--- src/rtl/datapath_pipe.sv ---
// Two-stage datapath: issue/execute with ALU and writeback select, then a registered writeback/commit stage.
// Optional macro DATAPATH_FWD_EN enables writeback-to-issue forwarding; otherwise hazard is reported.
package datapath_pipe_pkg;
    typedef enum logic [2:0] {
        OP_ADD = 3'b000,
        OP_SUB = 3'b001,
        OP_AND = 3'b010,
        OP_OR  = 3'b011,
        OP_XOR = 3'b100,
        OP_NOT = 3'b101,
        OP_SHL = 3'b110,
        OP_SHR = 3'b111
    } alu_op_e;
endpackage

module datapath_pipe
    import datapath_pipe_pkg::*;
#(
    parameter int DATA_W = 8,
    parameter int ADDR_W = 4
) (
    input  logic              clk,
    input  logic              rst,
    input  logic [2:0]        alu_opcode,
    input  logic [ADDR_W-1:0] ra_addr,
    input  logic [ADDR_W-1:0] rb_addr,
    input  logic [ADDR_W-1:0] write_addr,
    input  logic              write_en,
    input  logic              write_alu,
    input  logic              is_load,
    input  logic              alu_imm_flag,
    input  logic              flag_we,
    input  logic [DATA_W-1:0] imm_data,
    input  logic [DATA_W-1:0] ram_data,
    output logic [DATA_W-1:0] read_a,
    output logic [DATA_W-1:0] read_b,
    output logic [DATA_W-1:0] alu_out,
    output logic              wb_valid,
    output logic              hazard,
    output logic              alu_zero,
    output logic              alu_carry,
    output logic              alu_neg,
    output logic              alu_ovf
);

    localparam int NREG = 2 ** ADDR_W;
    localparam int MSB  = DATA_W - 1;

    logic [DATA_W-1:0] regs [NREG];
    logic [ADDR_W-1:0] wb_addr;
    logic [DATA_W-1:0] wb_data;

    logic              fwd_a;
    logic              fwd_b;
    logic [DATA_W-1:0] op_a;
    logic [DATA_W-1:0] op_b;
    logic [DATA_W:0]   sum;
    logic [DATA_W:0]   diff;
    logic              carry_nx;
    logic              ovf_nx;
    logic [DATA_W-1:0] wr_data;
    logic              issue;

`ifdef DATAPATH_FWD_EN
    assign fwd_a  = wb_valid && (wb_addr == ra_addr);
    assign fwd_b  = wb_valid && (wb_addr == rb_addr);
    assign hazard = 1'b0;
`else
    assign fwd_a  = 1'b0;
    assign fwd_b  = 1'b0;
    assign hazard = wb_valid && (wb_addr != '0) &&
                    ((wb_addr == ra_addr) ||
                     ((wb_addr == rb_addr) && !alu_imm_flag));
`endif

    always_comb begin
        read_a = regs[ra_addr];
        if (ra_addr == '0) begin
            read_a = '0;
        end else if (fwd_a) begin
            read_a = wb_data;
        end
    end

    always_comb begin
        read_b = regs[rb_addr];
        if (rb_addr == '0) begin
            read_b = '0;
        end else if (fwd_b) begin
            read_b = wb_data;
        end
    end

    assign op_a = read_a;
    assign op_b = alu_imm_flag ? imm_data : read_b;
    assign sum  = {1'b0, op_a} + {1'b0, op_b};
    // diff[DATA_W] is the borrow, i.e. op_a < op_b unsigned
    assign diff = {1'b0, op_a} - {1'b0, op_b};

    always_comb begin
        alu_out  = '0;
        carry_nx = 1'b0;
        ovf_nx   = 1'b0;
        case (alu_opcode)
            OP_ADD: begin
                alu_out  = sum[MSB:0];
                carry_nx = sum[DATA_W];
                ovf_nx   = (op_a[MSB] == op_b[MSB]) &&
                           (sum[MSB] != op_a[MSB]);
            end
            OP_SUB: begin
                alu_out  = diff[MSB:0];
                carry_nx = diff[DATA_W];
                ovf_nx   = (op_a[MSB] != op_b[MSB]) &&
                           (diff[MSB] != op_a[MSB]);
            end
            OP_AND: alu_out = op_a & op_b;
            OP_OR:  alu_out = op_a | op_b;
            OP_XOR: alu_out = op_a ^ op_b;
            OP_NOT: alu_out = ~op_a;
            OP_SHL: begin
                alu_out  = {op_a[MSB-1:0], 1'b0};
                carry_nx = op_a[MSB];
            end
            OP_SHR: begin
                alu_out  = {1'b0, op_a[MSB:1]};
                carry_nx = op_a[0];
            end
            default: alu_out = '0;
        endcase
    end

    always_comb begin
        wr_data = imm_data;
        if (is_load) begin
            wr_data = ram_data;
        end else if (write_alu) begin
            wr_data = alu_out;
        end
    end

    // R0 writes are dropped here so they never occupy the writeback stage
    assign issue = write_en && (write_addr != '0);

    always_ff @(posedge clk or posedge rst) begin
        if (rst) begin
            wb_valid <= 1'b0;
            wb_addr  <= '0;
            wb_data  <= '0;
        end else begin
            wb_valid <= issue;
            if (issue) begin
                wb_addr <= write_addr;
                wb_data <= wr_data;
            end
        end
    end

    always_ff @(posedge clk or posedge rst) begin
        if (rst) begin
            for (int i = 0; i < NREG; i++) begin
                regs[i] <= '0;
            end
        end else if (wb_valid) begin
            regs[wb_addr] <= wb_data;
        end
    end

    always_ff @(posedge clk or posedge rst) begin
        if (rst) begin
            alu_zero  <= 1'b0;
            alu_carry <= 1'b0;
            alu_neg   <= 1'b0;
            alu_ovf   <= 1'b0;
        end else if (flag_we) begin
            alu_zero  <= (alu_out == '0);
            alu_carry <= carry_nx;
            alu_neg   <= alu_out[MSB];
            alu_ovf   <= ovf_nx;
        end
    end

endmodule

--- config.mk ---
export PLATFORM = sky130hd
export DESIGN_NAME = datapath_pipe
export DESIGN_NICKNAME = d
export VERILOG_FILES = /design/src/rtl/datapath_pipe.sv
export SDC_FILE = /design/constraint.sdc
export NUM_CORES = 1
export LEC_CHECK = 0
export ABC_AREA = 1
export CAP_MARGIN = 5
export CORE_MARGIN = 3
export CORE_UTILIZATION = 35
export CTS_CLUSTER_SIZE = 8
export DETAILED_ROUTE_END_ITERATION = 6
export PLACE_DENSITY = 0.65
export SLEW_MARGIN = 20
export SYNTH_ARGS = -nofsm -noshare
export SYNTH_HDL_FRONTEND = slang
export SYNTH_SLANG_ARGS = --single-unit
--- constraint.sdc ---
create_clock -name clk -period 4 [get_ports clk]
set_input_delay 0.4 -clock clk [delete_from_list [all_inputs] [get_ports clk]]
set_output_delay 0.4 -clock clk [all_outputs]
set_load 0.02 [all_outputs]
==> results of run 1 <==
## cells in the mapped netlist, types with 3 or more instances
library cell / n / area (um^2)
a21oi_1: 92 / 460
a221oi_1: 3 / 26.3
a311o_1: 3 / 30.0
a31oi_1: 3 / 18.8
buf_2: 26 / 130
buf_4: 6 / 45.0
buf_6: 6 / 67.6
clkbuf_1: 36 / 135
clkinv_1: 3 / 11.3
dfrtp_1: 145 / 3630
ha_1: 24 / 300
inv_1: 184 / 691
nand2_1: 426 / 1600
nand2_2: 7 / 43.8
nand3_1: 109 / 546
nand3b_1: 3 / 22.5
nand4_1: 5 / 31.3
nor2_1: 80 / 300
nor3_1: 10 / 50.1
o211ai_1: 15 / 113
o21ai_0: 223 / 1120
o21ai_1: 6 / 30.0
o22ai_1: 7 / 43.8
or2_2: 9 / 56.3
## repair_timing
action                     4_1_cts  5_1_grt
setup buffers                    4        8
resized for setup               44       59
pin swaps                        3       22
hold endpoints to repair         0        0
cloned                           0        1
setup endpoints to repair        7        7
## flip-flops by register name (all words and copies together) (netlist names)
signal,count
alu_carry,1
alu_neg,1
wb_addr,4
alu_zero,1
regs,128
wb_valid,1
wb_data,8
alu_ovf,1
## area by class of cell
type,count,area share (%)
inverter,189,5.67
clock buffer,18,3.46
sequential,145,28.6
multi-input combinational,1051,40.9
timing repair buffer,240,16.8
clock inverter,14,0.938
tap,372,3.67
## through the flow
step / setup slack, ns / power, W / hold WS, ns / cell area (um^2)
finish: 0.166 / 0.00635 / 0.252 / 12700
global route: -0.0853 / 0.00680 / 0.258 / 12700
CTS: -0.116 / 0.00628 / 0.251 / 12500
detailed placement: -0.602 / 0.00469 / 0.472 / 11800
global placement: -0.509 / 0.00464 / 0.467 / 11800
floorplan: 0.290 / 0.00363 / 0.449 / 9790
## power groups by stage
| stage | Sequential (W) | Clock (W) | Combinational [W] |
|---|---|---|---|
| floorplan | 0.00222 | 0 | 0.00141 |
| global placement | 0.00229 | 0 | 0.00234 |
| detailed placement | 0.00230 | 0 | 0.00238 |
| CTS | 0.00229 | 0.00158 | 0.00242 |
| global route | 0.00235 | 0.00164 | 0.00280 |
| finish | 0.00230 | 0.00155 | 0.00250 |
## layout by cell type (no fill, tap or decap), types with 4 or more instances in the layout
cell type,Yosys,final
nand2_1,426,422
o21ai_0,223,205
inv_1,184,176
buf_4,6,160
dfrtp_1,145,145
nand3_1,109,107
a21oi_1,92,81
nor2_1,80,78
clkdlybuf4s50_1,0,54
ha_1,24,22
o21ai_1,6,21
clkbuf_16,0,18
o211ai_1,15,15
nand2_2,7,11
buf_12,0,11
a21oi_2,0,10
nor3_1,10,9
inv_2,1,8
or2_2,9,8
o22ai_1,7,7
inv_6,0,6
nand4_1,5,5
buf_2,26,4
## path summary, 6_finish.rpt
path / end / slack, ns / cells past startpoint
min reg2reg: alu_carry / 0.48 / 2
max reg2reg: wb_data[3] / 0.61 / 20
min: regs[23] / 0.25 / 2
min in group clk: alu_carry / 0.48 / 2
max in group asynchronous: regs[90] / 2.97 / 3
max: alu_out[7] / 0.17 / 21
## kinds of logic (layout without fill, tap and decap cells)
kind of cell | after synthesis | count (layout)
AOI/OAI and AO/OA | 363 | 363
DFF | 145 | 145
xor gates and xnor gates | 2 | 2
buffers and inverters | 266 | 461
and+or+nand+nor | 660 | 660
adders and majority gates | 26 | 26
## metal layers
layer / global-route usage, % / vias up / wire, um
met5: 0 / - / 0
met4: 7.84 / 0 / 1050
met3: 5.06 / 71 / 2650
met2: 37.7 / 430 / 16500
met1: 32.1 / 4858 / 16100
li1: - / 5093 / -
## worst reg2reg max path, stage by stage (launching register included)
cell      delay, ns
dfrtp_1        0.40
o21ai_0        0.22
o21ai_0        0.13
o211ai_1       0.30
nand3_1        0.15
nand2_2        0.15
nand2_1        0.06
o21ai_1        0.14
ha_1           0.29
inv_1          0.10
buf_4          0.15
o22ai_1        0.08
nor2_1         0.13
o21ai_1        0.08
inv_1          0.06
nand2_1        0.07
nor2_2         0.12
nand2_2        0.08
buf_4          0.14
a21boi_0       0.30
o22ai_1        0.11
==> flow_metrics.env, run 1 <==
export IMPL_p_int_w=0.00385
export IMPL_cts_path_max_buffers=2
export IMPL_yosys_warnings=0
export IMPL_synth_top_family_by_area="simple AND/OR/NAND/NOR gates"
export IMPL_p_per_area_nw_per_um2=501
export IMPL_grt_pass1_wl_um=56000
export IMPL_drtPass1Iterations=6
export IMPL_clk_pin_slew_ns=0.07
export IMPL_synthSimpleGateAreaFrac_pct=28.0
export IMPL_hold_buffers=0
export IMPL_criticalPathCategory="primary input to primary output"
export IMPL_die_area_um2=30000
export IMPL_place_inst=1985
export IMPL_synthMuxAreaShare_pct=0
export IMPL_pwr_share_clk_pct=24.4
export IMPL_syn_area_um2=9790
export IMPL_routed_wl_um=36300
export IMPL_max_cap_viol_count=0
export IMPL_htreeDepth=4
export IMPL_postRouteAntennaNets=0
export IMPL_p_comb_share_pct=39.4
export IMPL_synth_edf_count=0
export IMPL_rows=60
export IMPL_clk_latency_ns=0.44
export IMPL_synthAdderAreaFrac_pct=3.48
export IMPL_crit_arrival_ns=3.43
export IMPL_register_area_um2=3630
export IMPL_die_y_um=173
export IMPL_slowest_stage="clkdlybuf4s50_1"
export IMPL_cts_root_buf="clkbuf_16"
export IMPL_fin_util_pct=46.5
export IMPL_worst_pin_slew_ns=0.828
export IMPL_async_flop_share_pct=100
export IMPL_critPathCaptureType="primary output"
export IMPL_yosysSeqAreaShare_pct=37.1
export IMPL_core_area_um2=27300
export IMPL_via_per_inst=5.15
export IMPL_rsz0062_at_grt="true"
export IMPL_leakagePower_nw=6.31
export IMPL_synth_net_count=1526
export IMPL_grt_max_degree=88
export IMPL_cp_cell_sequence="clkdlybuf4s50_1 > buf_4 > nor2_4 > buf_12 > nand2_1 > nand2_1 > inv_1 > nand2_1 > nand2_2 > ha_1 > buf_4 > inv_1 > a21oi_2 > inv_1 > a21oi_1 > nand2_1 > inv_1 > nand2_1 > nand3_1 > nand3_1 > buf_2"
export IMPL_areaGrowthSynthToFinish_pct=29.5
export IMPL_crit_fanout=10
export IMPL_place_congestion=0.991
export IMPL_start_util_pct=35.9
export IMPL_port_buffers=67
export IMPL_multi_input_area_um2=5180
export IMPL_p_sw_share_pct=39.4
export IMPL_p_switching_w=0.00251
export IMPL_worstReg2RegStart="regs[27]"
export IMPL_setup_worst_path_start_class="primary input"
export IMPL_path_buf_inv=9
export IMPL_num_io_pins=68
export IMPL_numClockSinks=145
export IMPL_grt_usage_pct=23.7
export IMPL_synth_xor_area_share_pct=0.179
export IMPL_drive_gt1_share_pct=16.7
export IMPL_p_seq_share_pct=36.2
export IMPL_status="completed"
export IMPL_num_nets_final=1708
export IMPL_syn_area_per_cell_um2=6.69
export IMPL_path_common_cell="nand2_1"
export IMPL_critPathRequiredTime_ns=3.60
export IMPL_layout_min_cycle_time_ns=3.83
export IMPL_netlist_instances=1462
export IMPL_finalCritPeriodShare_pct=95.8
export IMPL_crit_start="ra_addr[2]"
export IMPL_grt_pass1_vias=9847
export IMPL_ys_flop_type="dfrtp_1"
export IMPL_die_x_um=173
export IMPL_path_delay_family="buffers and inverters"
export IMPL_setup_tns_ns=0
export IMPL_dp_hpwl_um=26700
export IMPL_cts_buffers_inserted=17
export IMPL_ys_types=48
export IMPL_finalMaxSlewViolations=0
export IMPL_antenna_found_initial=0
export IMPL_synth_compound_area_share_pct=19.9
export IMPL_fmax_ghz=0.261
export IMPL_worst_ir_drop_vdd_mv=0.315
export IMPL_ys_ff_latch=145
export IMPL_nFillCells=2746
export IMPL_routedWlPerCell_um=17.9
export IMPL_setup_viol=0
export IMPL_dr_first_iter_drc_count=1019
export IMPL_relSlewSlack_pct=44.8
export IMPL_final_cells=2029
export IMPL_skew_ns=0.0157
export IMPL_min_path_type="primary input to asynchronous set/reset pin"
export IMPL_num_antenna_cells=0
export IMPL_final_hold_violation_count=0
export IMPL_grt_overflow_total=0
export IMPL_drc=0
export IMPL_num_vias=10500
export IMPL_critPathMaxStageDelay_ns=0.46
export IMPL_cts_tree="built"
(Power assumes the default switching activity.)
==> run 2: changes to the inputs <==
- CTS_CLUSTER_SIZE: 8 -> not set
==> results of run 2 <==
The final DEF is identical to that of run 1; final timing and power are the same.
